--- config.mk ---
export PLATFORM = sky130hd
export DESIGN_NAME = whack_scorer
export DESIGN_NICKNAME = d
export VERILOG_FILES = /design/src/rtl/whack_pkg.sv /design/src/rtl/button_debouncer.sv /design/src/rtl/whack_scorer.sv
export SDC_FILE = /design/constraint.sdc
export NUM_CORES = 1
export LEC_CHECK = 0
export ABC_AREA = 1
export ABC_CLOCK_PERIOD_IN_PS = 21900
export BUFFER_PORTS_ARGS = -buffer_cell sky130_fd_sc_hd__buf_2
export CORE_UTILIZATION = 64
export CTS_BUF_LIST = sky130_fd_sc_hd__clkbuf_16
export DETAILED_ROUTE_END_ITERATION = 16
export PLACE_DENSITY = 0.82
export SLEW_MARGIN = 20
export SYNTH_ARGS = -nofsm -noshare
export SYNTH_HDL_FRONTEND = slang
export SYNTH_SLANG_ARGS = --single-unit
--- constraint.sdc ---
create_clock -name clk -period 21.9 [get_ports clk]
set_input_delay 2.19 -clock clk [delete_from_list [all_inputs] [get_ports clk]]
set_output_delay 2.19 -clock clk [all_outputs]
set_load 0.01 [all_outputs]
--- src/rtl/whack_pkg.sv ---
// Shared constants and arithmetic helpers for the whack-a-mole scorer.
package whack_pkg;

   // Default counter width for score, miss and escape counters.
   localparam int DEFAULT_SCORE_WIDTH = 10;

   // Widest hole vector the popcount helper accepts, and its result width.
   localparam int MAX_HOLES = 64;
   localparam int PC_W      = 7;

   // Number of set bits in a hole vector; callers zero-extend to MAX_HOLES.
   function automatic logic [PC_W-1:0] popcount(input logic [MAX_HOLES-1:0] v);
      logic [PC_W-1:0] cnt;
      cnt = '0;
      for (int i = 0; i < MAX_HOLES; i++) begin
         cnt = cnt + PC_W'(v[i]);
      end
      return cnt;
   endfunction

   // cur + add - sub, clamped to [0, max_val]; operands stay small, so int is wide enough.
   function automatic int sat_add_sub(input int cur, input int add, input int sub,
                                      input int max_val);
      int tmp;
      tmp = cur + add - sub;
      if (tmp < 0) begin
         tmp = 0;
      end else if (tmp > max_val) begin
         tmp = max_val;
      end
      return tmp;
   endfunction

endpackage

--- src/rtl/button_debouncer.sv ---
// One hole's button path: 2-flop synchronizer, debouncer, rising-edge press detect.
module button_debouncer #(
   parameter int DEBOUNCE_CYCLES = 250000
) (
   input  logic clk,
   input  logic rst_n,
   input  logic button,
   output logic press
);

   localparam int CW = (DEBOUNCE_CYCLES > 1) ? $clog2(DEBOUNCE_CYCLES) : 1;

   logic          sync_1;
   logic          sync_2;
   logic          db;
   logic          db_prev;
   logic [CW-1:0] cnt;

   // Synchronize the raw button and flip db after DEBOUNCE_CYCLES disagreeing samples.
   always_ff @(posedge clk) begin
      if (!rst_n) begin
         sync_1  <= 1'b0;
         sync_2  <= 1'b0;
         db      <= 1'b0;
         db_prev <= 1'b0;
         cnt     <= '0;
      end else begin
         sync_1  <= button;
         sync_2  <= sync_1;
         db_prev <= db;
         if (sync_2 != db) begin
            if (cnt == CW'(DEBOUNCE_CYCLES - 1)) begin
               db  <= sync_2;
               cnt <= '0;
            end else begin
               cnt <= cnt + 1'b1;
            end
         end else begin
            cnt <= '0;
         end
      end
   end

   // A press is the debounced rising edge; releases produce nothing.
   assign press = db & ~db_prev;

endmodule

--- src/rtl/whack_scorer.sv ---
// Round detection, hit mask and saturating score/miss/escape counters.
module whack_scorer
   import whack_pkg::*;
#(
   parameter int NUM_HOLES       = 18,
   parameter int SCORE_WIDTH     = DEFAULT_SCORE_WIDTH,
   parameter int DEBOUNCE_CYCLES = 250000,
   parameter int MISS_PENALTY    = 1
) (
   input  logic                   clk,
   input  logic                   rst_n,
   input  logic [NUM_HOLES-1:0]   mole_positions,
   input  logic [NUM_HOLES-1:0]   buttons,
   input  logic                   game_enable,
   input  logic                   score_clear,
   output logic [NUM_HOLES-1:0]   visible_moles,
   output logic [SCORE_WIDTH-1:0] score,
   output logic [SCORE_WIDTH-1:0] miss_count,
   output logic [SCORE_WIDTH-1:0] escaped_count,
   output logic                   hit_pulse,
   output logic                   miss_pulse
);

   localparam int MAX_VAL = (1 << SCORE_WIDTH) - 1;

   logic [NUM_HOLES-1:0]   press;
   logic [NUM_HOLES-1:0]   mole_prev;
   logic [NUM_HOLES-1:0]   hit_mask;
   logic [NUM_HOLES-1:0]   hit_mask_next;
   logic [NUM_HOLES-1:0]   visible_now;
   logic [NUM_HOLES-1:0]   hits;
   logic [NUM_HOLES-1:0]   misses;
   logic                   round_start;
   logic                   round_end;
   logic [PC_W-1:0]        hit_cnt;
   logic [PC_W-1:0]        miss_cnt;
   logic [PC_W-1:0]        esc_cnt;
   logic [SCORE_WIDTH-1:0] score_next;
   logic [SCORE_WIDTH-1:0] miss_next;
   logic [SCORE_WIDTH-1:0] esc_next;

   genvar g;
   generate
      for (g = 0; g < NUM_HOLES; g++) begin : g_btn
         button_debouncer #(
            .DEBOUNCE_CYCLES(DEBOUNCE_CYCLES)
         ) u_db (
            .clk   (clk),
            .rst_n (rst_n),
            .button(buttons[g]),
            .press (press[g])
         );
      end
   endgenerate

   // Classify presses against the currently visible moles and compute counter updates.
   always_comb begin
      round_start   = (mole_prev == '0) && (mole_positions != '0);
      round_end     = (mole_prev != '0) && (mole_positions == '0);
      // The mask belongs to the old round, so it is ignored in a round_start cycle.
      visible_now   = round_start ? mole_positions : (mole_positions & ~hit_mask);
      hits          = '0;
      misses        = '0;
      if (game_enable) begin
         hits   = press & visible_now;
         misses = press & ~visible_now;
      end
      if (score_clear) begin
         hit_mask_next = '0;
      end else if (round_start) begin
         hit_mask_next = hits;
      end else begin
         hit_mask_next = hit_mask | hits;
      end
      hit_cnt    = popcount(MAX_HOLES'(hits));
      miss_cnt   = popcount(MAX_HOLES'(misses));
      esc_cnt    = popcount(MAX_HOLES'(visible_moles));
      score_next = SCORE_WIDTH'(sat_add_sub(int'(score), int'(hit_cnt),
                                            MISS_PENALTY * int'(miss_cnt), MAX_VAL));
      miss_next  = SCORE_WIDTH'(sat_add_sub(int'(miss_count), int'(miss_cnt), 0, MAX_VAL));
      esc_next   = escaped_count;
      if (game_enable && round_end) begin
         esc_next = SCORE_WIDTH'(sat_add_sub(int'(escaped_count), int'(esc_cnt), 0, MAX_VAL));
      end
   end

   // Register round tracking, the mask, the display vector, counters and pulses.
   always_ff @(posedge clk) begin
      if (!rst_n) begin
         mole_prev     <= '0;
         hit_mask      <= '0;
         visible_moles <= '0;
         score         <= '0;
         miss_count    <= '0;
         escaped_count <= '0;
         hit_pulse     <= 1'b0;
         miss_pulse    <= 1'b0;
      end else begin
         mole_prev     <= mole_positions;
         hit_mask      <= hit_mask_next;
         visible_moles <= mole_positions & ~hit_mask_next;
         if (score_clear) begin
            score         <= '0;
            miss_count    <= '0;
            escaped_count <= '0;
            hit_pulse     <= 1'b0;
            miss_pulse    <= 1'b0;
         end else begin
            score         <= score_next;
            miss_count    <= miss_next;
            escaped_count <= esc_next;
            hit_pulse     <= |hits;
            miss_pulse    <= |misses;
         end
      end
   end

endmodule

; ---- Word level (Yosys, flattened, before mapping)
; Cells that the tools add are included.
[totals]
ff_bits = 482
output_inout_bits = 50
word_cells = 333
[op_classes]
n_addsub = 73
order_cmp = 6
eq_ne = 36
muxes = 9
bitwise = 63
n_reduce_logical = 48
[op_table]
columns = op, count
row1 = $add 18x1->18 const B, 18
row2 = $eq 18x18->1 const B, 18
row3 = $add 7x1->7, 33
row4 = $mux 18, 5
row5 = $and 18x18->18, 4
row6 = $reduce_or 3->1, 20
row7 = $not 18->18, 3
row8 = $mux 10, 4
row9 = $not 1->1, 37
row10 = $logic_not 18->1, 2
row11 = $reduce_and 2->1, 18
row12 = $reduce_bool 18->1, 2
row13 = $reduce_or 18->1, 2
row14 = $add 10x7->11, 3
row15 = $gt 11x10->1 const B, 2
row16 = $lt 11x1->1 const B, 2
row17 = $add 6x1->7, 3
row18 = $add 5x1->6, 3
row19 = $and 1x1->1, 18
row20 = $ne 1x1->1, 18
row21 = $or 18x18->18, 1
row22 = $add 4x1->5, 3
row23 = $add 3x1->4, 3
row24 = $gt 12x11->1 const B, 1
row25 = 6 further kinds, 12

; ---- Depth between registers and ports, before layout
[logic_depth]
depth_word = 26
depth_mapped = 39

; ---- Hierarchy
; From an unflattened synthesis, not the netlist that was laid out.
[hier_totals]
cells_unflattened = 3502
area_unflattened_um2 = 26106.3
[modules_own_cells]
columns = module, instances, cells_each, area_each_um2
row1 = button_debouncer, 18, 150, 1104.8
row2 = whack_scorer, 1, 802, 6219.7

; ---- Worst setup path after synthesis
; OpenSTA, ideal clock, no wires.
[synth_timing]
kind = input -> register
from = input port mole_positions[2]
to = register score[2]
setup_ns = 0.072
t_arrival_ns = 10.043
required_ns = 21.828
slack_ns = 11.785
stages = 29
cell_sequence = or2_1 > nor2_2 > nand3_4 > nand2_4 > buf_6 > nand3b_1 > nand3_1 > inv_1 > fa_1 > inv_1 > fa_1 > fa_1 > fa_1 > fa_1 > inv_1 > ha_1 > ha_1 > fa_1 > fa_1 > fa_1 > fa_1 > inv_1 > fa_1 > fa_1 > nand3_1 > nand4_1 > xor2_1 > nand2_1 > a21oi_1
[synth_between]
elab_chain_len = 26
[synth_rtl]
columns = item, line_no
row1 = from (decl), whack_scorer.sv:12  ; input logic [NUM_HOLES-1:0] mole_positions,
row2 = $reduce_bool 18->1, whack_scorer.sv:58  ; round_start = (mole_prev == '0) && (mole_positions != '0);
row3 = $logic_and 1x1->1, whack_scorer.sv:58
row4 = $mux 18 (*), whack_scorer.sv:61  ; visible_now = round_start ? mole_positions : (mole_positions & ~hit_mask);
row5 = $and 18x18->18 / $not 18->18 (equally long branches), "whack_scorer.sv:65, whack_scorer.sv:66"
row6 = $mux 18 / $and 18x18->18 (equally long branches), "whack_scorer.sv:64, whack_scorer.sv:66"
row7 = $add 1x1->2 / $mux 18 (equally long branches), "whack_pkg.sv:16, whack_scorer.sv:64"
row8 = $add 2x1->3 / $add 1x1->2 (equally long branches), whack_pkg.sv:16  ; cnt = cnt + PC_W'(v[i]);
row9 = $add 3x1->4 / $add 2x1->3 (equally long branches), whack_pkg.sv:16
row10 = $add 4x1->5 / $add 3x1->4 (equally long branches), whack_pkg.sv:16
row11 = $add 5x1->6 / $add 4x1->5 (equally long branches), whack_pkg.sv:16
row12 = $add 6x1->7 / $add 5x1->6 (equally long branches), whack_pkg.sv:16
row13 = $add 7x1->7 / $add 6x1->7 (equally long branches), whack_pkg.sv:16
row14 = $add 7x1->7 (10 in series), whack_pkg.sv:16
row15 = $add 10x7->11 / $add 7x1->7 (equally long branches), "whack_pkg.sv:25, whack_pkg.sv:16"
row16 = $sub 11x7->12 (*), whack_pkg.sv:25  ; tmp = cur + add - sub;
row17 = $lt 12x1->1 / $gt 12x11->1 (equally long branches), "whack_pkg.sv:26, whack_pkg.sv:28"
row18 = $reduce_or 3->1 (no source line) / $mux 10 (equally long branches), -
row19 = to (signal assigned), whack_scorer.sv:109  ; score <= score_next;
row20 = to (decl), whack_scorer.sv:17  ; output logic [SCORE_WIDTH-1:0] score,
; Every way passes the cells marked *; elsewhere a longest branch is shown, timed or not.
; A chain may end at the register's enable or synchronous reset.

; ---- Worst setup path in the final report
[layout_timing]
from = input port mole_positions[12]
to = register score[4]
; The elaborated chain is that of the path after synthesis.

==> impl_results.md <==
* Run status: complete, no violations
* Crit Path Class: in2reg
* Worst endpoint data arrival time at 11120 ps
* Total non-filler cell area in the finished layout at 25200 um^2
* Maximum number of pins on one net before global-route repair at 58
* Sink Count at 482
* # hold bufs at CTS at 0
* Placed wire-length estimate at 35.5 mm
* Via count normalized by instance count at 5.37
* Avg Cell Area, Syn at 7.60 um^2
* Switching power of the nets at 642 uW
* Number of post-CTS setup repair buffers at 0
* Post-layout nets at 3267
* Number of DRC violations after detailed-routing iteration 0 at 1206
* Overall die area at 36300 um^2
* Final global-route overflow total at 0
* Storage cell area at 9650 um^2
* Number of cell rows at 68
* Post-detailed-placement cell area at 23600 um^2
* Kind of start point of the critical path: primary input
* Detailed-routing iteration count for the pre-antenna-repair pass at 5
* Fraction of final layout cells sized beyond drive strength 1 at 0.0705
* Fillers at 2689
* Leading cell types by total area after synthesis: sky130_fd_sc_hd__dfxtp_1 42%, sky130_fd_sc_hd__inv_1 8.5%, sky130_fd_sc_hd__nand2_1 8.4%
* Remaining number of nets flagged by the antenna check after routing at 0
* Horiz. Die Dim at 190 um
* Most frequent cell on the critical path: sky130_fd_sc_hd__fa_1
* Routed Wire Length at 48.6 mm
* Average wire length per cell after detail routing at 13.5 um
* Unrepaired setup endpoints after global routing: no
* Area used by multi-input combinational logic at 10900 um^2
* Max Fclk at 94.0 MHz
* Synthesis-to-finish area growth at 11.1%
* Clock power share at 0.385
* Cell count after synthesis at 2990
* Clock tree from TritonCTS: yes
* Sequential Power Share at 0.406
* Fin crit period at 10640 ps
* Total CTS buffers at 49
* Largest fanout on the critical path at 25
* Residual DRC at 0
* Max cap viols at 0
* Y dimension of the die at 190 um
* Final slew viol count at 0
* Number of enable-type register cells in the synthesized netlist at 0
* Leading cell type in the layout, fill and taps excluded: sky130_fd_sc_hd__inv_1
* Starting utilization of the core area at 0.654
* Kind of capture point of the worst setup path: register
* Most used cells in the layout excluding fill and tap cells: 529 x sky130_fd_sc_hd__inv_1, 511 x sky130_fd_sc_hd__nand2_1, 482 x sky130_fd_sc_hd__dfxtp_1
* Predominant post-synthesis flop cell: sky130_fd_sc_hd__dfxtp_1
* Synth Net Count at 3163
* Combined global-route utilization of all metal layers at 0.267
* Fin crit share at 0.486
* Cell area after synthesis at 22700 um^2
* First-pass GRT wire length at 81.4 mm
* Bufs on Longest Clock Path at 3
* Root buffer cell: sky130_fd_sc_hd__clkbuf_16
* Distinct cell type count of the synthesized netlist at 50
* Logic gate share of total power at 0.209
* Setup-violating endpoint count in the final report at 0
* Transition time at the pin with the least slew margin at 871 ps
* Required time worst endpoint at 22380 ps
* Hold Violations, Final at 0
* Max stage delay cell, worst path: sky130_fd_sc_hd__fa_1
* Top-level I/O count at 90
* Worst voltage drop across the vdd grid at 119 uV
* Pwr Density at 88.0 nW/um^2
* Routed vias at 19300
* Fraction of synthesis flops using an asynchronous set or reset pin at 0
* Critical path's largest stage delay at 560 ps
* Share of synthesized area occupied by flip-flops and latches at 0.425
* Initial antenna violation count at 2
* Worst setup skew after layout at 17.9 ps
* Flip-flop and latch count after synthesis at 482
* Headroom to the max-slew limit at 0.419
* Internal Dissipation at 1580 uW
* Sum of negative setup slack at 0 ps
* Final weighted congestion of routability-driven global placement at 0.966
* Count of port buffers added during placement at 89
* Clk_lat worst skew at 570 ps
* Cell taking the most area after synthesis: sky130_fd_sc_hd__dfxtp_1
* Standard cell core area at 34700 um^2
* LEAKAGE at 0.0107 uW
* Number of levels the H-tree was split into at 2
* Total of warnings raised by yosys at 0
* Switching Fraction at 0.289
* CTS-repair resized insts at 0
* Fraction of synthesized cell area taken by the top area cell type at 0.425
* Clk pin slew, worst setup/hold paths at 60 ps
* Min-Delay Path Class: reg2reg
* Via count of the first global-routing pass at 18400
path summary, 6_finish.rpt:
path,startpoint,endpoint,slack [ps],depth (start not counted)
max,mole_positions[12],score[4]$_SDFF_PP0_,11260,35
min,g_btn[15].u_db.sync_1$_SDFF_PN0_,g_btn[15].u_db.sync_2$_SDFF_PN0_,410,2
max reg2reg,mole_prev[13]$_SDFF_PN0_,score[4]$_SDFF_PP0_,12600,35
min reg2reg,g_btn[15].u_db.sync_1$_SDFF_PN0_,g_btn[15].u_db.sync_2$_SDFF_PN0_,410,2
power by group through the flow:
stage,Clock (uW),Sequential [uW],Combinational [uW]
5_1_grt,905,904,520
6_report,855,903,464
3_5_place_dp,0,922,448
2_1_floorplan,0,923,342
3_3_place_gp,0,922,422
4_1_cts,868,903,455
synthesized netlist by cell type, types with 2 or more instances:
library cell / number
sky130_fd_sc_hd__nor3_2: 11
sky130_fd_sc_hd__o21ai_0: 92
sky130_fd_sc_hd__a21o_1: 2
sky130_fd_sc_hd__nand4_1: 56
sky130_fd_sc_hd__o21a_1: 16
sky130_fd_sc_hd__nor4_2: 2
sky130_fd_sc_hd__clkbuf_1: 22
sky130_fd_sc_hd__o21bai_1: 6
sky130_fd_sc_hd__nand3b_1: 6
sky130_fd_sc_hd__fa_1: 40
sky130_fd_sc_hd__and3_1: 10
sky130_fd_sc_hd__nand2_2: 4
sky130_fd_sc_hd__inv_1: 516
sky130_fd_sc_hd__o211ai_1: 2
sky130_fd_sc_hd__or2_2: 21
sky130_fd_sc_hd__nor2_1: 362
sky130_fd_sc_hd__nand3_1: 148
sky130_fd_sc_hd__and2_1: 2
sky130_fd_sc_hd__nor3_1: 124
sky130_fd_sc_hd__o31ai_1: 2
sky130_fd_sc_hd__xor2_1: 74
sky130_fd_sc_hd__buf_2: 14
sky130_fd_sc_hd__nand3_2: 8
sky130_fd_sc_hd__nor2_2: 8
sky130_fd_sc_hd__a31oi_1: 13
sky130_fd_sc_hd__a21oi_1: 208
sky130_fd_sc_hd__nand2_1: 511
sky130_fd_sc_hd__xnor2_1: 27
sky130_fd_sc_hd__ha_1: 93
sky130_fd_sc_hd__nor3b_1: 48
sky130_fd_sc_hd__nor4_1: 41
sky130_fd_sc_hd__nand2b_1: 2
sky130_fd_sc_hd__dfxtp_1: 482
flip-flops by register name, summed over array words and instances, names as in the netlist:
register            cells
score                  10
g_btn.u_db.db_prev     18
miss_count             10
hit_mask               18
escaped_count          10
visible_moles          18
g_btn.u_db.sync_2      18
g_btn.u_db.cnt        324
miss_pulse              1
g_btn.u_db.sync_1      18
g_btn.u_db.db          18
hit_pulse               1
mole_prev              18
metrics by stage:
stage          hold slack [ps]  std cells  setup WS, ps  utilization  total power (uW)
5_1_grt                    437       3592         10760        0.727              2330
4_1_cts                    416       3590         11350        0.727              2230
2_1_floorplan              390       2990         11790            -              1270
3_3_place_gp               396       3498         11010        0.679              1340
6_report                   412       3592         11260        0.727              2220
3_5_place_dp               399       3498         10810        0.679              1370
critical path, delay by kind of cell:
family	cells	cell delay [ps]
compound gates	4	830
buf+inv	8	740
fa+ha+maj	13	5660
simple gates	9	1460
xor+xnor	1	210
kinds of logic after synthesis:
family | after synthesis | share of synthesized area
compound gates | 345 | 0.0804
xor+xnor | 101 | 0.0389
fa+ha+maj | 133 | 0.0865
buf+inv | 556 | 0.0936
flops | 482 | 0.425
simple gates | 1373 | 0.276
final cells by class:
| cell class | count | share of cell area |
|---|---|---|
| Antenna cell | 2 | 0.000198 |
| Clock buffer | 51 | 0.0505 |
| Clock inverter | 41 | 0.0155 |
| Inverter | 517 | 0.0769 |
| Multi-Input combinational cell | 1952 | 0.434 |
| Sequential cell | 482 | 0.382 |
| Tap cell | 455 | 0.0225 |
| Timing Repair Buffer | 92 | 0.0186 |
layer usage:
| layer | GRT usage | vias up | share of wire |
|---|---|---|---|
| met5 | 0 | - | 0 |
| met4 | 0.0846 | 0 | 0.024 |
| met3 | 0.0390 | 105 | 0.054 |
| met2 | 0.482 | 496 | 0.49 |
| met1 | 0.326 | 8902 | 0.43 |
| li1 | - | 9796 | - |
Power figures use the tool's default switching activity.
